==> src/rtl/pmod_pkg.sv <==
// Shared constants for the PMOD walking-one loopback checker.
package pmod_pkg;

    // Number of looped-back SYZYGY0 PMOD pins.
    localparam int unsigned WIDTH_DEF  = 32;
    // Default input filter length in clocks.
    localparam int unsigned STABLE_DEF = 16;
    // Step period of the walking-one generator, in clocks.
    localparam int unsigned STEP_CYC   = 2**24;
    // Default step timeout: two generator step periods.
    localparam int unsigned TIMEOUT_DEF = 2 * STEP_CYC;

    // Checker states.
    localparam logic [1:0] ST_SEARCH = 2'd0;
    localparam logic [1:0] ST_LOCKED = 2'd1;
    localparam logic [1:0] ST_FAULT  = 2'd2;

endpackage

==> src/rtl/pin_sync_filter.sv <==
// Two-flop synchroniser plus stability filter for a bus of asynchronous pins.
// A new value is accepted only after STABLE_CYC identical synchronised samples.
module pin_sync_filter
    import pmod_pkg::*;
#(
    parameter int unsigned WIDTH      = WIDTH_DEF,
    parameter int unsigned STABLE_CYC = STABLE_DEF
) (
    input  logic             clk,
    input  logic             rst_n,
    input  logic [WIDTH-1:0] pin_in,
    output logic [WIDTH-1:0] accepted,
    output logic             new_val,
    output logic             settled
);

    localparam int unsigned CW = $clog2(STABLE_CYC + 1);

    logic [WIDTH-1:0] sync1;
    logic [WIDTH-1:0] sync2;
    logic [CW-1:0]    stab_cnt;
    logic [CW-1:0]    stab_d;
    logic [WIDTH-1:0] accepted_d;
    logic             new_val_d;

    // Stability counter and acceptance; sync1 is the incoming sample compared
    // against the last synchronised sample held in sync2.
    always_comb begin
        stab_d     = stab_cnt;
        accepted_d = accepted;
        new_val_d  = 1'b0;
        if (sync1 != sync2) begin
            stab_d = '0;
        end else if (stab_cnt != CW'(STABLE_CYC)) begin
            stab_d = stab_cnt + CW'(1);
        end
        if ((stab_d == CW'(STABLE_CYC)) && (stab_cnt != CW'(STABLE_CYC)) &&
            (sync2 != accepted)) begin
            accepted_d = sync2;
            new_val_d  = 1'b1;
        end
    end

    // Synchroniser, filter and accepted-value registers.
    always_ff @(posedge clk or negedge rst_n) begin
        if (!rst_n) begin
            sync1    <= '0;
            sync2    <= '0;
            stab_cnt <= '0;
            accepted <= '0;
            new_val  <= 1'b0;
            settled  <= 1'b0;
        end else begin
            sync1    <= pin_in;
            sync2    <= sync1;
            stab_cnt <= stab_d;
            accepted <= accepted_d;
            new_val  <= new_val_d;
            settled  <= (stab_d == CW'(STABLE_CYC));
        end
    end

endmodule

==> config.mk <==
export PLATFORM = sky130hd
export DESIGN_NAME = pin_sync_filter
export DESIGN_NICKNAME = d
export VERILOG_FILES = /design/src/rtl/pmod_pkg.sv /design/src/rtl/pin_sync_filter.sv
export SDC_FILE = /design/constraint.sdc
export NUM_CORES = 1
export LEC_CHECK = 0
export CORE_ASPECT_RATIO = 1.75
export CORE_MARGIN = 4
export CORE_UTILIZATION = 45
export CTS_CLUSTER_SIZE = 24
export DETAILED_ROUTE_END_ITERATION = 12
export GPL_ROUTABILITY_DRIVEN = 0
export PLACE_DENSITY = 0.76
export SETUP_SLACK_MARGIN = 0.15
export SLEW_MARGIN = 10
export SYNTH_ARGS = -nofsm -noshare
export SYNTH_HDL_FRONTEND = slang
export SYNTH_SLANG_ARGS = --single-unit
==> constraint.sdc <==
create_clock -name clk -period 2.6 [get_ports clk]
set_input_delay 0.26 -clock clk [delete_from_list [all_inputs] [get_ports clk]]
set_output_delay 0.26 -clock clk [all_outputs]
set_load 0.02 [all_outputs]
# After elaboration in Yosys (flattened, before gate mapping)

Cells that the tools add are included.

Add/sub/neg operators: 1
Reductions and logical operators: 2
Mux-type cells: 3
Eq/ne operators: 4

Operators with widths:

| operator                                                       | count |
|---|---|
| 32-bit != test                                                 | 2 |
| 5-bit 2-to-1 mux                                               | 2 |
| 5-bit by 1-bit adder with 5-bit output (second input constant) | 1 |
| 5-bit equality test (second input constant)                    | 1 |
| 5-bit != test (second input constant)                          | 1 |
| 1-bit logical AND                                              | 2 |
| 1-bit 2-to-1 mux                                               | 1 |

Output and inout port bits: 34
Logic and storage cells: 16
Register bits: 103

# Depth between registers and ports, before layout

Word-level depth: 7
Mapped depth: 10
Gate-level depth less buffers: 8

# Worst setup path before layout

Ideal clock, no wire load.

Path kind: reg2reg
Start point: reg stab_cnt[0]
End point: reg accepted[10]
Setup time: 0.125 ns
Data arrival time: 2.257 ns
Data required time: 2.475 ns
Period minus slack after synthesis: 2.382 ns
Setup slack: 0.218 ns
Cell stages (with the launch flop): 10
Path buffers: 2
Cell sequence: dfrtp_1 inv_1 ha_1 nand2_1 nor3_2 o21ai_0 or4_1 buf_6 buf_12 mux2_4

Cells in the longest elaborated chain, start to end: 6
Elaborated cells between the ends (all ways): 7

Ends and longest elaborated chain:

| item                                                                    | RTL line                                                            | source |
|---|---|---|
| start, declared                                                         | pin_sync_filter.sv:21                                               | `logic [CW-1:0] stab_cnt;` |
| start signal, assigned                                                  | pin_sync_filter.sv:56                                               | `stab_cnt <= stab_d;` |
| 5-bit by 1-bit adder with 5-bit output or 5-bit != test (tied branches) | pin_sync_filter.sv:35, pin_sync_filter.sv:34, pin_sync_filter.sv:37 |  |
| 5-bit 2-to-1 mux                                                        | pin_sync_filter.sv:34                                               | `end else if (stab_cnt != CW'(STABLE_CYC)) begin` |
| 5-bit 2-to-1 mux                                                        | pin_sync_filter.sv:32                                               | `if (sync1 != sync2) begin` |
| 5-bit equality test                                                     | pin_sync_filter.sv:37                                               | `if ((stab_d == CW'(STABLE_CYC)) && (stab_cnt != CW'(STABLE_CYC)) &&` |
| 1-bit logical AND (*) (2 in series)                                     | pin_sync_filter.sv:37                                               |  |
| end signal, assigned                                                    | pin_sync_filter.sv:57                                               | `accepted <= accepted_d;` |
| end, declared                                                           | pin_sync_filter.sv:12                                               | `output logic [WIDTH-1:0] accepted,` |

Mark *: on every way between the ends. The rest lies on a longest branch, timed or not.
A chain may end at the register's enable or synchronous reset.

# Worst setup path in the final report

Start point: reg stab_cnt[0]
End point: reg accepted[9]

Same word-level chain as after synthesis.

==> impl_metrics.yaml <==
outcome:
  status: "complete, no violations"
clock_network:
  path_clk_slew_ns: 0.07
  insertion_delay_ns: 0.35
  htreeDepth: 3
  clock_path_buffers: 2
  tritoncts: "built"
  cts_root_buf: "clkbuf_16"
  numCtsBuffers: 9
  cts_sinks: 103
yosys:
  synthTopCellsByArea: "dfrtp_1 64%, xnor2_1 13%, mux2_4 11%, nand4_1 2.2%, xor2_1 2.2%"
  yosysTopAreaCell: "dfrtp_1"
  synthCells: 255
  synth_fp_nets: 291
  ys_warn_count: 0
  avgSynthCellArea_um2: 15.73
  ys_seq_area_share_pct: 64.27
  synth_area_um2: 4010
  yosysUniqueCellTypes: 24
  ys_seq_elements: 103
  netlist.area_leader.share_pct: 64.27
floorplan:
  die-area_um2: 10550
  core_area_um2: 8671
  rows: 45
  io_pins: 68
  die_y_um: 132.9
  start_util_pct: 46.25
  fp.dieW_um: 79.36
worst_setup_path:
  critPathMaxStageDelay_ns: 0.65
  cpMaxStageDelayCell: "or4_4"
  worstPathRequired_ns: 2.83
  crit_type: "reg -> reg"
  crit_chain: "inv_2, ha_4, nand2_4, nor3_4, buf_4, a41o_1, or4_4, clkbuf_16, mux2_4"
  endpoint_kind: "flop"
  critPathLaunchType: "flop"
  cp_max_fo: 7
  crit_arrival_ns: 2.69
global_route:
  grt_max_degree: 57
  grt-ovfl-total: 0
  grt_first_pass_wirelength_um: 12300
  antenna_found_initial: 0
  grt_usage_pct: 15.93
  grt_pass1_vias: 2370
timing:
  fin_worst_skew_ns: 0.01076
  rsz0062_at_grt: "yes"
  min_period_over_period_pct: 94.31
  setup_viol: 0
  worst_slew_pin_slew_ns: 0.6041
  setup_tns_ns: 0
  fmax_ghz: 0.4078
  maxSlewHeadroom_pct: 59.73
  slew_violations: 0
  hold_violations: 0
  fin_crit_ns: 2.452
place:
  hpwl_um: 5521
  placed_cell_area_um2: 4830
  place_inst: 443
  port_buffers: 67
route:
  drt_iter0_drc: 96
  drt_first_pass_iters: 4
  drc: 0
  wirelength_um: 8076
  wl_per_cell_um: 17.29
  viasPerCell: 4.837
  postRouteAntennaNets: 0
  num_vias: 2259
layout:
  drive_above_1_share_pct: 22.00
  fin_util_pct: 61.82
  n_antenna_cell: 0
  final_nets: 381
  syn2layout_area_growth_pct: 33.67
  n_fill_cell: 655
  finalNonFillerCells: 467
  final_area_um2: 5360
pwr:
  p_per_area_nw_per_um2: 617.8
  irDropWorstVdd_mv: 0.4720
  p_leak_nw: 2.339
flow_run:
  maxCapViolations: 0
hold_path:
  worst_hold_path_type: "in -> reg"
==> cell usage after synthesis <==
| master | instances |
|---|---|
| buf_2 | 1 |
| mux2_2 | 2 |
| nand2_1 | 2 |
| nand3_1 | 4 |
| a21oi_1 | 1 |
| nor2_1 | 5 |
| or4_1 | 1 |
| a41o_1 | 1 |
| o21bai_1 | 1 |
| nor3_2 | 1 |
| xor2_1 | 10 |
| dfrtp_1 | 103 |
| mux2i_1 | 1 |
| nand4_1 | 14 |
| ha_1 | 2 |
| buf_6 | 1 |
| mux2_4 | 30 |
| nor3_1 | 2 |
| nor4_1 | 7 |
| inv_1 | 2 |
| buf_12 | 3 |
| nor3b_1 | 1 |
| o21ai_0 | 2 |
| xnor2_1 | 58 |
==> per-stage QoR <==
stage	setup WS [ns]	total power, mW	hold WS [ns]
final	0.1478	3.311	0.3448
after global routing	0.08171	3.422	0.3406
after CTS	0.1650	3.335	0.3399
after detailed placement	-0.1042	1.901	0.3110
after global placement	-0.04211	1.897	0.2978
after floorplan	0.2177	1.788	-0.03559
==> flip-flops by register name, summed over array words and instances, names as in the netlist <==
| signal | flops |
|---|---|
| sync1 | 32 |
| sync2 | 32 |
| settled | 1 |
| accepted | 32 |
| stab_cnt | 5 |
| new_val | 1 |
==> layout by cell type, fill, tap and decap left out, types with 4 or more instances in the layout <==
cell,n
dfrtp_1,101
clkdlybuf4s50_1,66
xnor2_1,57
mux2_4,30
nand4_1,14
clkbuf_16,12
xor2_1,10
buf_4,10
nor2_1,5
nand3_1,4
nor4_1,4
==> critical path, delay by kind of cell, from the launching register on <==
family / cells / cell delay, ns
and+or+nand+nor: 3 / 0.77
buffers and inverters: 3 / 0.46
DFF: 1 / 0.42
muxes: 1 / 0.29
AOI/OAI and AO/OA: 1 / 0.22
adders and majority gates: 1 / 0.17
==> final timing paths <==
kind	startpoint	end	slack, ns	cells after the start
setup / recovery	stab_cnt[0]	accepted[9]	0.15	9
hold / removal	pin_in[18]	sync1[18]	0.34	1
min in group asynchronous	rst_n	accepted[23]	0.47	2
max in group asynchronous	rst_n	sync2[16]	1.40	3
setup reg to reg	stab_cnt[0]	accepted[9]	0.15	9
hold reg to reg	sync1[17]	sync2[17]	0.39	0
==> area by class of cell <==
| class | count | area [um2] | share of cell area, % |
|---|---|---|---|
| repair buffers | 84 | 892.1 | 16.64 |
| clock buffers | 11 | 242.7 | 4.528 |
| well taps | 117 | 146.4 | 2.731 |
| inverters | 2 | 7.507 | 0.1401 |
| clock inverters | 5 | 81.33 | 1.517 |
| flip-flops and latches | 103 | 2580 | 48.13 |
| multi-input cells | 145 | 1410 | 26.31 |
==> timing repair <==
action,CTS,global route
pin swaps,2,6
gates resized for setup,8,13
cloned,0,4
endpoints found under the hold margin,47,0
hold buffers,1,0
buffers inserted,0,3
endpoints found under the setup margin,32,32
==> where the power goes <==
group / internal, mW / switching (mW) / total (mW)
sequential: 1.65 / 0.0473 / 1.70
clock: 0.869 / 0.568 / 1.44
combinational: 0.103 / 0.0707 / 0.174
==> routing by layer <==
| layer | up-vias | track usage [%] | wire length (um) |
|---|---|---|---|
| li1 | 1052 | - | - |
| met1 | 1122 | 18.02 | 2986 |
| met3 | 26 | 3.542 | 341 |
| met2 | 59 | 26.13 | 4334 |
| met4 | 0 | 11.19 | 414 |
| met5 | - | 0 | 0 |
==> logic make-up after synthesis <==
family | after synthesis | synth area share [%]
xor+xnor | 68 | 14.85
fa+ha+maj | 2 | 0.6239
buf+inv | 7 | 2.090
flops | 103 | 64.27
compound gates | 5 | 0.8112
mux | 33 | 12.04
simple gates | 37 | 5.304
(Power assumes the default switching activity.)
